**src/rtl/warmboot_pkg.sv**
```systemverilog
// rtl/warmboot_pkg.sv - shared types and constants for the warmboot sequencer
package warmboot_pkg;

    typedef enum logic [1:0] {
        IDLE  = 2'd0,
        SETUP = 2'd1,
        FIRE  = 2'd2
    } wb_state_t;

    localparam logic [1:0] IMG_SPRINGBOARD = 2'd0;
    localparam logic [1:0] IMG_DFU         = 2'd1;
    localparam logic [1:0] IMG_USER        = 2'd2;
    localparam logic [1:0] IMG_INVALID     = 2'd3;

    localparam logic [7:0] DEFAULT_KEY = 8'hA5;

endpackage

```
**src/rtl/edge_detect.sv**
```systemverilog
// rtl/edge_detect.sv - single-bit rising-edge detector with registered history
module edge_detect (
    input  logic clk,
    input  logic rst,
    input  logic d,
    output logic rise
);

    logic prev;

    // History clears to 0, so a level already high out of reset reads as an edge
    always_ff @(posedge clk) begin
        if (rst) begin
            prev <= 1'b0;
        end else begin
            prev <= d;
        end
    end

    assign rise = d & ~prev;

endmodule

```
**src/rtl/warmboot_ctrl.sv**
```systemverilog
// rtl/warmboot_ctrl.sv - reboot sequencer driving SB_WARMBOOT image select and BOOT
module warmboot_ctrl
    import warmboot_pkg::*;
#(
    parameter int unsigned DELAY_CYCLES = 48000,
    parameter logic [7:0]  KEY          = DEFAULT_KEY,
    parameter logic [1:0]  DFU_IMAGE    = IMG_DFU
) (
    input  logic       clk,
    input  logic       rst,
    input  logic       i_req,
    input  logic [1:0] i_image,
    input  logic [7:0] i_key,
    input  logic       i_dfu_detach,
    input  logic       i_cancel,
    output logic       o_busy,
    output logic       o_rejected,
    output logic [1:0] o_mode,
    output logic       o_boot
);

    localparam int unsigned      CNT_W    = $clog2(DELAY_CYCLES);
    localparam logic [CNT_W-1:0] CNT_LOAD = CNT_W'(DELAY_CYCLES - 1);

    if (DELAY_CYCLES < 2) begin : g_delay_check
        $error("warmboot_ctrl: DELAY_CYCLES must be at least 2");
    end

    wb_state_t        state;
    wb_state_t        next_state;
    logic [CNT_W-1:0] count;
    logic [CNT_W-1:0] next_count;
    logic [1:0]       next_mode;
    logic             next_reject;
    logic             detach_rise;

    edge_detect u_detach_edge (
        .clk  (clk),
        .rst  (rst),
        .d    (i_dfu_detach),
        .rise (detach_rise)
    );

    // Next-state decode: detach beats software request, cancel beats expiry
    always_comb begin
        next_state  = state;
        next_count  = count;
        next_mode   = o_mode;
        next_reject = 1'b0;
        unique case (state)
            IDLE: begin
                if (detach_rise) begin
                    next_state = SETUP;
                    next_mode  = DFU_IMAGE;
                    next_count = CNT_LOAD;
                end else if (i_req) begin
                    if (i_key == KEY && i_image != IMG_INVALID) begin
                        next_state = SETUP;
                        next_mode  = i_image;
                        next_count = CNT_LOAD;
                    end else begin
                        next_reject = 1'b1;
                    end
                end
            end
            SETUP: begin
                if (i_cancel) begin
                    next_state = IDLE;
                    next_mode  = IMG_SPRINGBOARD;
                    next_count = '0;
                end else if (count == '0) begin
                    next_state = FIRE;
                end else begin
                    next_count = count - CNT_W'(1);
                end
            end
            FIRE: begin
            end
            default: begin
                next_state = IDLE;
            end
        endcase
    end

    // State, counter and all outputs are registered; BOOT latches until reset
    always_ff @(posedge clk) begin
        if (rst) begin
            state      <= IDLE;
            count      <= '0;
            o_mode     <= IMG_SPRINGBOARD;
            o_boot     <= 1'b0;
            o_busy     <= 1'b0;
            o_rejected <= 1'b0;
        end else begin
            state      <= next_state;
            count      <= next_count;
            o_mode     <= next_mode;
            o_boot     <= (next_state == FIRE);
            o_busy     <= (next_state != IDLE);
            o_rejected <= next_reject;
        end
    end

endmodule

```
**config.mk**
```make
export PLATFORM = sky130hd
export DESIGN_NAME = warmboot_ctrl
export DESIGN_NICKNAME = d
export VERILOG_FILES = /design/src/rtl/warmboot_pkg.sv /design/src/rtl/edge_detect.sv /design/src/rtl/warmboot_ctrl.sv
export SDC_FILE = /design/constraint.sdc
export NUM_CORES = 1
export LEC_CHECK = 0
export ABC_AREA = 1
export CAP_MARGIN = 20
export CORE_ASPECT_RATIO = 0.6
export CORE_MARGIN = 8
export CORE_UTILIZATION = 50
export DETAILED_ROUTE_END_ITERATION = 12
export HOLD_SLACK_MARGIN = 0.15
export PLACE_DENSITY = 0.73
export SYNTH_ARGS = -nofsm -noshare
export SYNTH_HDL_FRONTEND = slang
export SYNTH_SLANG_ARGS = --single-unit
```
**constraint.sdc**
```tcl
create_clock -name clk -period 2.6 [get_ports clk]
set_clock_uncertainty 0.15 [all_clocks]
set_input_delay 0.39 -clock clk [delete_from_list [all_inputs] [get_ports clk]]
set_output_delay 0.39 -clock clk [all_outputs]
set_load 0.02 [all_outputs]
```
* After elaboration in Yosys (flattened, before gate mapping)
Index checks and enable logic that the tools add are counted.
** Word-level totals
- Register bits :: 24
- Bits of input ports :: 15
- Output and inout port bits :: 5
- Logic and storage cells :: 47
** Operators by class
- Add/sub/neg operators :: 1
- Equal/unequal tests :: 9
- Mux-type cells :: 18
- Bitwise operators :: 4
- Reductions and logical operators :: 8
** Operator list (count)
- $mux W16 :: 5
- $pmux W16 S2 :: 1
- $mux W2 :: 9
- $logic_not A16 Y1 :: 1
- $sub A16 B1 Y16 const B :: 1
- $ne A3 B3 Y1 const B :: 3
- $eq A8 B8 Y1 const B :: 1
- $reduce_and A4 Y1 :: 2
- $pmux W2 S3 :: 1
- $eq A2 B2 Y1 const B :: 2
- $ne A2 B2 Y1 const B :: 2
- $pmux W2 S2 :: 1
- $reduce_bool A2 Y1 :: 2
- $reduce_or A4 Y1 :: 1
- $not A1 Y1 :: 3
- $eq A2 B1 Y1 const B :: 1
- $logic_not A2 Y1 :: 1
- $and A1 B1 Y1 :: 1
- $logic_and A1 B1 Y1 :: 1
- $mux W1 :: 1

* Depth between registers and ports, before layout
Gate-level depths: netlist (run 1).
- Depth in word-level cells :: 7
- Gate-level depth with buffers :: 11
- Depth with buffers taken out :: 11

* Modules after synthesis
From an unflattened synthesis (run 1), not the netlist that was laid out.
** Unflattened totals
- Cells, all modules :: 249
- Area, all modules :: 1477.7 sq um
** By module, submodules not included
- warmboot_ctrl :: instances 1, cells an instance 245, area each 1446.4 sq um
- edge_detect :: instances 1, cells an instance 4, area each 31.3 sq um

* Worst setup path before layout (run 1)
No wires, ideal clock.
- Kind :: register to register
- Start :: register count[0]
- End :: register count[9]
- Setup time :: 0.113 ns
- Arrival time :: 1.334 ns
- Data required time :: 2.337 ns
- Path slack :: 1.003 ns
- Cell stages (with the launch flop) :: 11
- Buffers on the path :: 1
- Clock period less this slack :: 1.597 ns
- Cells stage by stage :: dfxtp_1 -> inv_1 -> ha_1 -> nand2_2 -> nor2_2 -> nand3_2 -> nor2_4 -> nor2_4 -> buf_6 -> o21ai_1 -> nor2_1
** On the way
- Longest elaborated chain between the ends :: 4
- Elaborated cells between the ends (all ways) :: 7
- Those cells by class :: add/sub (1); eq/ne (1); mux (3); reduce/logical (2)
** RTL lines
- start: declaration :: line warmboot_ctrl.sv:31 : logic [CNT_W-1:0] count;
- start signal: assignment :: line warmboot_ctrl.sv:96 : count <= next_count;
- $sub A16 B1 Y16 :: line warmboot_ctrl.sv:74 : next_count = count - CNT_W'(1);
- $mux W16 :: line warmboot_ctrl.sv:71 : end else if (count == '0) begin
- $mux W16 :: line warmboot_ctrl.sv:67 : if (i_cancel) begin
- $pmux W16 S2 :: line warmboot_ctrl.sv:50 : unique case (state)
Parallel ways exist; a longest one is shown, timed or not. The select of a mux whose other input is x is not followed.
A chain may end at the register's enable or synchronous reset.

* Worst setup path in the final report (run 1)
- Start :: input i_dfu_detach
- End :: register count[1]
** On the way
- Longest elaborated chain between the ends :: 3
- Elaborated cells between the ends (all ways) :: 6
- Those cells by class :: eq/ne (2); mux (2); bitwise (1); reduce/logical (1)
** RTL lines
- start: declaration :: line warmboot_ctrl.sv:14 : input logic i_dfu_detach,
- $and A1 B1 Y1 (*) :: line edge_detect.sv:20 : assign rise = d & ~prev;
- $ne A3 B3 Y1 (no source line) or $mux W16 (tied branches)
- $reduce_and A4 Y1 (no source line) or $pmux W16 S2 (tied branches)
Mark *: on every way between the ends. The rest lies on a longest branch, timed or not.

==> impl_metrics.csv, run 1 <==
group,metric,value,unit
flow_run,drv_cap,0,
routing,drt-pass1-iter-count,4,
synthesis,synth_cells,247,
synthesis,syn_nets,263,
sta,worst_slew_pin_slew,618,ps
placed_design,place_inst,306,
critical_path,start_kind,"primary input",
layout,syn_to_final_growth,17.9,%
sta,setup_viol,0,
clocking,path_clk_slew,90,ps
layout,antenna_cells,0,
routing,initialDrtViolationCount,127,
sta,period_minus_slack,1990,ps
power_and_ir_drop,clkPwrFrac,24.7,%
layout,layoutNonFillerInstCount,310,
grt,grt_max_degree,17,
grt,grt_overflow,0,
power_and_ir_drop,powerDensity,566,nW/µm²
routing,viasPerCell,4.86,
sta,hold_violations,0,
clocking,cts_root_buffer,"clkbuf_8",
sta,drv_slew,0,
sta,max_freq,502,MHz
sta,max_slew_margin,58.7,%
sta,rsz0062_at_grt,"false",
grt,grt_pass1_wl,6440,µm
grt,antenna_found_initial,0,
clocking,cts_setup_buffers,0,
power_and_ir_drop,total_power,0.00104,W
critical_path,critPathMaxFanout,14,
floorplanning,start_util,53.2,%
floorplanning,die-area,5220,µm²
clocking,cts_buffer_depth,2,
critical_path,crit_path_end_kind,"flop",
critical_path,reg2reg_to,"count[1]",
power_and_ir_drop,cellInternalPower,0.000666,W
clocking,clock_sinks,24,
layout,fin_nets,285,
grt,global_route.usage.total,15.4,%
power_and_ir_drop,sequentialPowerShare,42.3,%
critical_path,regToRegStartpoint,"count[0]",
critical_path,cp_data_required_time,2660,ps
floorplanning,die_h,59.2,µm
clocking,cts-buffers-inserted,3,
routing,drc_errors,0,
clocking,tritoncts,"yes",
critical_path,ff2ff_setup_slack,770,ps
grt,grt_pass1_vias,1355,
synthesis,synth_top_area_share,30.8,%
power_and_ir_drop,p_sw,0.000373,W
critical_path,reg2regPathDepth,9,
clocking,cts.hold.buffers_added,0,
worst_hold_path,hold_class,"flop to flop",
layout,fill_cells,296,
floorplanning,io_pins,20,
routing,vias,1507,
routing,ant_nets,0,
clocking,post_cts_resized,0,
synthesis,ys_types,25,
critical_path,crit_type,"primary input to flop",
layout,seq_area,480,µm²
power_and_ir_drop,leakage,0.935,nW
layout,drive_gt1_share,14.6,%
power_and_ir_drop,vdd_drop_max,358,µV
synthesis,syn_area,1560,µm²
placed_design,port_buffers,19,
critical_path,crit_start,"i_dfu_detach",
routing,wirelength,3680,µm
synthesis,synthTopCellsByArea,"dfxtp_1 (31%), nand2_1 (12%), nor2_1 (10%)",
critical_path,crit_path_end,"count[1]",
clocking,htreeDepth,1,
critical_path,cp.arrival,2050,ps
layout,multiInputGateArea,867,µm²
outcome,status,"complete, no violations",
floorplanning,rows,15,
worst_hold_path,hp-start,"o_mode[1]",
synthesis,yosys_warnings,0,
synthesis,syn_avg_cell_area,6.31,µm²
floorplanning,die_w,88.1,µm
clocking,clock_latency,270,ps
power_and_ir_drop,p_comb_share,32.9,%
placed_design,gp_congestion,0.833,
synthesis,seq_area_frac_synth,30.8,%
synthesis,synth_top_cell_by_area,"dfxtp_1",
sta,fin_tns_setup,0,ps
routing,wl_per_cell,11.9,µm
synthesis,ys_ff_latch,24,
floorplanning,core_region_area,2930,µm²
power_and_ir_drop,switching_share,35.9,%
sta,finalCritPeriodShare,76.6,%
placed_design,hpwl,2910,µm
## logic make-up (layout without fill, tap and decap cells)
group | Yosys count | in the layout | synth area share, %
and+or+nand+nor | 136 | 136 | 40.5
xor gates and xnor gates | 3 | 3 | 1.69
AOI/OAI and AO/OA | 31 | 31 | 12.7
DFF | 24 | 24 | 30.8
buffers and inverters | 52 | 73 | 13.5
adders and majority gates | 1 | 1 | 0.803
## layout by cell type, fill, tap and decap left out, drive strengths merged
cell type	n
clkinv	1
inv	48
buf	1
o21ai	21
nor2	54
xor2	3
ha	1
clkdlybuf4s50	19
clkbuf	4
a21oi	8
nand3	19
nand3b	1
o21bai	1
o31ai	1
nand4	7
dfxtp	24
nand2	54
nor3	1
## metrics by stage
step / hold WS (ps) / area [µm²] / utilization [%] / worst slack (ps)
2_1_floorplan: 309 / 1560 / - / 1000
3_3_place_gp: 342 / 1780 / 60.9 / 347
3_5_place_dp: 336 / 1780 / 60.9 / 313
4_1_cts: 348 / 1840 / 62.7 / 590
5_1_grt: 394 / 1840 / 62.7 / 457
6_report: 348 / 1840 / 62.7 / 607
## per-layer routing
layer  up-vias  share of wire [%]  track usage [%]
met3         5                6.7             3.60
met1       655                 54             23.3
li1        809                  -                -
met5         -                  0                0
met2        38                 39             21.0
met4         0               0.52             2.86
## cell type report
| type | instances | share of cell area, % |
|---|---|---|
| Clock buffer | 4 | 3.00 |
| Inverter | 49 | 10.0 |
| Multi-Input combinational cell | 171 | 47.2 |
| Sequential cell | 24 | 26.2 |
| Tap cell | 42 | 2.86 |
| Timing Repair Buffer | 20 | 10.8 |
## Yosys cell counts, drive strengths merged
library cell and instances:
nor3 1, nor2 54, o21ai 21, dfxtp 24, o21bai 1, nand4 7
nand3 19, o31ai 1, buf 3, clkinv 1, nand2 54, ha 1
inv 48, nand3b 1, xor2 3, a21oi 8
## worst min-delay path by stage
stage	slack, ps	cells after the start	endpoint
finish	350	2	o_mode[1]
CTS	350	2	o_mode[1]
global placement	340	2	o_mode[1]
detailed placement	340	2	o_mode[1]
floorplan	310	1	count[7]
global route	390	2	o_mode[1]
## power by group through the flow
stage	sequential, W	clock [W]	combinational (W)
floorplan	0.000446	0	0.000255
global placement	0.000447	0	0.000336
detailed placement	0.000448	0	0.000340
CTS	0.000440	0.000263	0.000342
global route	0.000446	0.000272	0.000389
finish	0.000440	0.000257	0.000342
## registers in the layout, indices dropped and copies added, names as in the netlist
signal,count
count,16
o_mode,2
state,2
o_boot,1
o_busy,1
o_rejected,1
u_detach_edge.prev,1
## critical path, cell delays in order
cell and delay, ps:
clkdlybuf4s50_1 460, inv_1 60, nor2_2 150, nor2_2 80, nand2_1 60, nand2_1 80
inv_2 80, nand2_2 80, nor2_4 350, o21ai_0 150, nor2_1 110
(Power assumes the default switching activity.)
==> run 2, diff against run 1 <==
- CORE_UTILIZATION: 50 -> 49
- PLACE_DENSITY: 0.73 -> 0.75
- clock period: 2.6 -> 1.6 ns (I/O delays scaled with it)
==> run 2 against run 1 <==
  * The run now ends with setup timing left
  * Sequential cell count is the same
  * First-iteration DRC count grew 80%
  * Power is 110% higher
  * Final area increased by 29%
  * Core utilization up 18 points
  * Combinational power rose to 2.7 times the previous value
  * Via count increased by 21%
  * Sequential share of layout area down 5.7 points
  * Clock-buffer cell count is 1 lower
  * Critical path type unchanged
==> impl_metrics.csv, run 2 (synthesis results as in run 1) <==
group,metric,value,unit
outcome,violations,"setup timing",
routing,viasPerCell,5.08,
routing,wirelength,5230,µm
grt,grt_max_degree,17,
power_and_ir_drop,powerDensity,909,nW/µm²
critical_path,crit_path_top_delay_cell,"clkdlybuf4s50_1",
floorplanning,start_util,52.9,%
placed_design,gp_congestion,0.880,
critical_path,start_kind,"primary input",
placed_design,port_buffers,19,
clocking,clock_latency,270,ps
critical_path,cp_cell_sequence,"clkdlybuf4s50_1 -> nand2_1 -> nor2_2 -> nand3_2 -> nand2_2 -> nand2_4 -> nor2_4 -> buf_12 -> nand2_1 -> a21oi_1",
power_and_ir_drop,total_power,0.00216,W
critical_path,crit_start,"i_key[0]",
sta,rsz0062_at_grt,"true",
sta,hold_violations,0,
power_and_ir_drop,clkPwrFrac,25.1,%
power_and_ir_drop,p_sw,0.000758,W
grt,grt_pass1_vias,1635,
critical_path,ff2ff_setup_slack,-50,ps
sta,setup_viol,15,
layout,layoutNonFillerInstCount,359,
power_and_ir_drop,p_comb_share,42.2,%
routing,drc_errors,0,
grt,grt_overflow,0,
critical_path,cpPeakStageDelay,460,ps
placed_design,post_dp_cell_area,2090,µm²
clocking,htreeDepth,1,
layout,top_regs,"count x16, o_mode x2, state x2",
layout,syn_to_final_growth,52.4,%
sta,setup_ws,-57.2,ps
routing,vias,1823,
clocking,cts_buffer_depth,2,
critical_path,reg2reg_to,"count[12]",
power_and_ir_drop,sequentialPowerShare,32.7,%
power_and_ir_drop,vdd_drop_max,635,µV
layout,drive_gt1_share,35.6,%
flow_run,drv_cap,0,
layout,largest_reg_flops,16,
placed_design,dp_slack,-345,ps
layout,final_area,2370,µm²
floorplanning,die-area,5300,µm²
grt,global_route.usage.total,18.4,%
critical_path,crit_path_end,"count[7]",
clocking,cts_root_buffer,"clkbuf_8",
power_and_ir_drop,switching_share,35.1,%
sta,max_slew_margin,51.3,%
clocking,cts-buffers-inserted,3,
outcome,status,"finished, violations left",
placed_design,hpwl,3310,µm
floorplanning,core_region_area,2950,µm²
critical_path,crit_type,"primary input to flop",
grt,grt_pass1_wl,7650,µm
floorplanning,die_w,88.8,µm
sta,max_freq,603,MHz
clocking,clock_sinks,24,
placed_design,place_inst,346,
layout,fill_cells,212,
sta,fin_tns_setup,-474,ps
routing,ant_nets,0,
layout,layout_common_cells,"buf_4 (46), nand2_1 (44), inv_1 (37)",
power_and_ir_drop,cellInternalPower,0.00140,W
clocking,path_clk_slew,90,ps
power_and_ir_drop,leakage,1.28,nW
routing,drt-pass1-iter-count,4,
sta,period_minus_slack,1660,ps
floorplanning,io_pins,20,
floorplanning,die_h,59.7,µm
layout,fin_nets,334,
critical_path,crit_path_end_kind,"flop",
sta,finalCritPeriodShare,104,%
grt,antenna_found_initial,0,
critical_path,regToRegStartpoint,"count[0]",
sta,worst_slew_pin_slew,730,ps
critical_path,cp_common_cell,"nand2_1",
sta,drv_slew,0,
layout,largest-register,"count",
critical_path,cp_data_required_time,1650,ps
layout,final_common_cell,"buf_4",
clocking,tritoncts,"yes",
floorplanning,rows,15,
worst_hold_path,hold_class,"flop to flop",
critical_path,reg2regPathDepth,10,
critical_path,critPathMaxFanout,7,
layout,antenna_cells,0,
routing,initialDrtViolationCount,229,
routing,wl_per_cell,14.6,µm
critical_path,cp.arrival,1710,ps
## run 2: cell types whose count changed in the layout (fill, tap and decap cells not counted), sizes merged
| cell | previous run | this run |
|---|---|---|
| buf | 1 | 47 |
| clkdlybuf4s50 | 19 | 11 |
| dlymetal6s2s | 0 | 6 |
| dlygate4sd2 | 0 | 2 |
| bufinv | 0 | 1 |
| dlygate4sd3 | 0 | 1 |
| nor2 | 54 | 55 |
## run 2: repair_timing
action                                  CTS  global route
cloned                                    0             2
setup buffers                             2             5
hold buffers                              0             1
resized for setup                        18            29
hold endpoints to repair                  0             1
endpoints found under the setup margin   23            24
pin swaps                                 7            11
## run 2: per-layer routing
layer | vias up | wire length (µm) | GRT usage [%]
li1 | 907 | - | -
met1 | 850 | 2460 | 26.0
met2 | 60 | 2340 | 28.0
met3 | 6 | 369 | 4.23
met4 | 0 | 53 | 2.15
met5 | - | 0 | 0
## run 2: final cells by class
type                    instances  area [µm²]  share of cell area [%]
clock inverters                 1        30.0                    1.27
inverters                      49         184                    7.75
flip-flops and latches         24         485                    20.5
well taps                      42        52.6                    2.21
multi-input cells             172         977                    41.2
repair buffers                 68         603                    25.4
clock buffers                   3        41.3                    1.74
## run 2: worst min-delay path by stage
stage	slack (ps)	start	depth (start not counted)	end
floorplan	160	rst	1	count[7]
global placement	330	o_mode[1]	2	o_mode[1]
detailed placement	350	o_mode[1]	2	o_mode[1]
CTS	360	o_mode[1]	2	o_mode[1]
global route	410	count[15]	2	count[15]
finish	360	o_mode[1]	2	o_mode[1]
## run 2: worst max-delay path, delay by kind of cell
family                 cells  cell delay (ps)
AOI/OAI and AO/OA          1              140
buffers and inverters      2              610
and+or+nand+nor            7              710
## run 2: per-stage QoR
stage               hold WS [ps]  util [%]
detailed placement           348      71.1
global route                 411      80.6
CTS                          358      74.9
floorplan                    159         -
finish                       356      80.6
global placement             329      71.1
## run 2: power by group through the flow
stage                     clock [W]  combinational, W  sequential [W]
final                      0.000542          0.000910        0.000706
after global routing       0.000567          0.000989        0.000711
after CTS                  0.000545          0.000778        0.000697
after detailed placement          0          0.000741        0.000705
after global placement            0          0.000727        0.000704
after floorplan                   0          0.000414        0.000725
